<file path="config.mk">
export PLATFORM = sky130hd
export DESIGN_NAME = interface_tx_buffer
export DESIGN_NICKNAME = d
export VERILOG_FILES = /design/src/rtl/interface_tx_buffer.sv
export SDC_FILE = /design/constraint.sdc
export NUM_CORES = 1
export LEC_CHECK = 0
export BUFFER_PORTS_ARGS = -buffer_cell sky130_fd_sc_hd__buf_2
export CAP_MARGIN = 25
export CORE_ASPECT_RATIO = 1.25
export CORE_MARGIN = 4
export CORE_UTILIZATION = 47
export CTS_CLUSTER_DIAMETER = 50
export DETAILED_ROUTE_END_ITERATION = 6
export HOLD_SLACK_MARGIN = 0.02
export PLACE_DENSITY = 0.67
export SLEW_MARGIN = 20
export SYNTH_ARGS = -nofsm -noshare
export SYNTH_HDL_FRONTEND = slang
export SYNTH_SLANG_ARGS = --single-unit
</file>
<file path="constraint.sdc">
create_clock -name clk -period 5.9 [get_ports clk]
set_clock_uncertainty 0.1 [all_clocks]
set_input_delay 1.18 -clock clk [delete_from_list [all_inputs] [get_ports clk]]
set_output_delay 1.18 -clock clk [all_outputs]
set_load 0.005 [all_outputs]
</file>
<file path="src/rtl/interface_tx_buffer.sv">
// interface_tx_buffer: two-entry elastic transmit buffer.
// The head register always drives out_data; the tail register only holds the
// second word while the buffer is full. Handshake outputs are decoded from the
// registered state alone, so ready/valid never ripple combinationally across
// the buffer.
module interface_tx_buffer #(
  parameter int DATA_WIDTH = 64
) (
  input  logic                  clk,
  input  logic                  rst,
  input  logic                  in_valid,
  input  logic [DATA_WIDTH-1:0] in_data,
  output logic                  in_ready,
  output logic                  out_valid,
  output logic [DATA_WIDTH-1:0] out_data,
  input  logic                  out_ready,
  output logic [1:0]            count
);

  // The state encoding doubles as the occupancy count.
  typedef enum logic [1:0] {
    EMPTY = 2'd0,
    ONE   = 2'd1,
    TWO   = 2'd2
  } state_t;

  state_t                r_state;
  logic [DATA_WIDTH-1:0] r_head;
  logic [DATA_WIDTH-1:0] r_tail;
  logic                  w_push;
  logic                  w_pop;

  assign in_ready  = (r_state != TWO);
  assign out_valid = (r_state != EMPTY);
  assign out_data  = r_head;
  assign count     = r_state;

  assign w_push = in_valid & in_ready;
  assign w_pop  = out_valid & out_ready;

  // Occupancy state machine with head/tail data movement.
  always_ff @(posedge clk or posedge rst) begin
    if (rst) begin
      r_state <= EMPTY;
      r_head  <= '0;
      r_tail  <= '0;
    end else begin
      case (r_state)
        EMPTY: begin
          if (w_push) begin
            r_head  <= in_data;
            r_state <= ONE;
          end
        end
        ONE: begin
          if (w_push && w_pop) begin
            r_head  <= in_data;
          end else if (w_push) begin
            r_tail  <= in_data;
            r_state <= TWO;
          end else if (w_pop) begin
            r_state <= EMPTY;
          end
        end
        TWO: begin
          if (w_pop) begin
            r_head  <= r_tail;
            r_state <= ONE;
          end
        end
        default: begin
          r_state <= EMPTY;
        end
      endcase
    end
  end

endmodule

</file>
==> run metrics <==
gr ovfl total 0; cell count after synthesis 354; Placed Cells 639; Max FO, Critical Path 41; fmax 0.307 GHz; Top Ports 136; clk buf depth 2; Worst R2R Start count[1]; first-pass GRT wire length 18300 um; register area 0.00325 sq mm; worst-margin pin slew 735 ps; Die Width 108 um; register area share after synthesis 55.7%; DRT Pass-1 Iters 4; Yosys cell types 19; Final Hold Fails 0; period utilization 55.3%; setup bufs post-CTS 0; detailed router's first-iteration violation count 106; Overall Global Routing Usage 16.3%; VDD IR max 223 uV; vias in the first global route 3652; Setup TNS 0 ps; Port-buffer cells 135; FF-to-FF End out_data[4]; commonest non-fill, non-tap cell in the layout mux2_2; DR vias 3383; DRC viols 0; run status finished, final reports clean; worst hold stages 1; worst hold path class flip-flop to flip-flop; Chip Height 133 um; area leader, netlist dfrtp_1; worst skew pair latency 400 ps; Final Max Tran Viols 0; hold_buf cts 0; minimum clock period 3260 ps; Worst setup SP type flip-flop; Synth area leaders dfrtp_1 (56%), mux2_2 (30%), mux2_4 (9.3%); Yosys top cell area share 55.7%; area of the multi-input gates 0.00239 sq mm; Final GP Congestion 0.700; Worst Setup End Kind primary output; flop-to-flop setup slack 3660 ps; most frequent cells in the layout mux2_2 (156), buf_2 (135), dfrtp_1 (130); ratio of cells with drive above 1 in the final layout 73.2%; Syn Area/Cell 16.5 sq um; num rows 45; clock sink count 130; Layout area overhead 23.7%; Root Driver clkbuf_16; Final Setup Violations 0; worst endpoint required time 4620 ps; net count after synthesis 422; CTS resizes 0; worst setup path class flip-flop to primary output; ANT nets after route 0; largest net degree at the start of global routing 84; R2R depth 4; RSZ-0062 raised after global routing false; PD cells 437 mW/mm^2; die area 0.0143 sq mm; Final Total Pwr 3.16 mW; Synth Cell Area 0.00584 sq mm; Core ar. 0.0122 sq mm; final WL 11100 um; antenna violations before repair 0; Net count, final 562; flops & latches, synth 130; CTS tree yes; cts bufs inserted 17; Via density 5.04; fill count 1009; # diodes 0; Non-Filler Instances 671; Endpoint, Worst Hold out_data[20]; Critical Path AT 1980 ps; max-cap violation count 0; post-DP HPWL 7530 um; Initial Utilization 48.0%; P_leak 3.34 nW; H-Tree Depth 4; slew margin rel. 51.0%; drt wl/cell 16.5 um; Yosys warning count 0; Hold Path Origin out_data[20]; clock slew at reported path FFs 60 ps
## worst max-delay path by stage
stage | start | end | depth (start not counted)
6_report | count[1] | in_ready | 4
5_1_grt | count[1] | in_ready | 4
4_1_cts | count[0] | in_ready | 4
3_5_place_dp | out_ready | out_data[63] | 5
3_3_place_gp | out_ready | out_data[38] | 5
2_1_floorplan | rst | count[0] | 1
## per-stage QoR
step	area (sq um)	util, %	hold slack, ps	worst slack, ps
after floorplan	5840	-	375	1150
after global placement	6580	54.1	383	2340
after detailed placement	6620	54.5	391	2810
after CTS	7230	59.4	404	2580
after global routing	7230	59.4	410	2480
final	7230	59.4	397	2640
## synthesized netlist by cell type
library cell	count
nor3b_1	1
mux2_2	156
nand3b_1	1
buf_2	2
inv_1	1
a21oi_1	1
mux2i_1	1
o21bai_1	1
o22ai_1	1
buf_12	2
and4bb_2	1
inv_8	1
or2_2	1
nor2b_2	1
buf_4	11
dfrtp_1	130
buf_6	5
mux2_4	36
o21ai_4	1
## critical path: stages (launching register included)
cell and delay, ps:
dfrtp_1 440, nor2b_4 170, buf_4 520, inv_8 220, buf_2 200
## area by class of cell
| cell class | count | share of cell area (%) |
|---|---|---|
| clock buffer | 18 | 6.08 |
| clock inverter | 14 | 2.27 |
| inverter | 2 | 0.277 |
| multi-input combinational | 202 | 33.1 |
| sequential | 130 | 45.0 |
| tap | 164 | 2.84 |
| timing repair buffer | 141 | 10.4 |
## where the power goes
group          total, mW  internal [mW]  switching (mW)
registers           1.38           1.21           0.167
clock network       1.05          0.673           0.375
logic              0.736          0.472           0.264
total               3.16           2.35           0.805
## registers in the layout, indices dropped and copies added (netlist names)
signal / count
out_data: 64
r_tail: 64
count: 2
## logic make-up after synthesis
family / share of synthesized area (%)
multiplexers: 39.5
flip-flops: 55.7
buffers and inverters: 3.49
AND/OR/NAND/NOR: 0.728
AO/OA/AOI/OAI: 0.600
## layer usage
layer | wire, um | vias to the layer above | global-route usage, % | share of wire, %
met1 | 4930 | 1718 | 20.9 | 44
met4 | 78 | 0 | 3.79 | 0.70
met2 | 5390 | 93 | 26.0 | 49
met5 | 0 | - | 0 | 0
li1 | - | 1565 | - | -
met3 | 701 | 7 | 6.54 | 6.3
(Power assumes the default switching activity.)
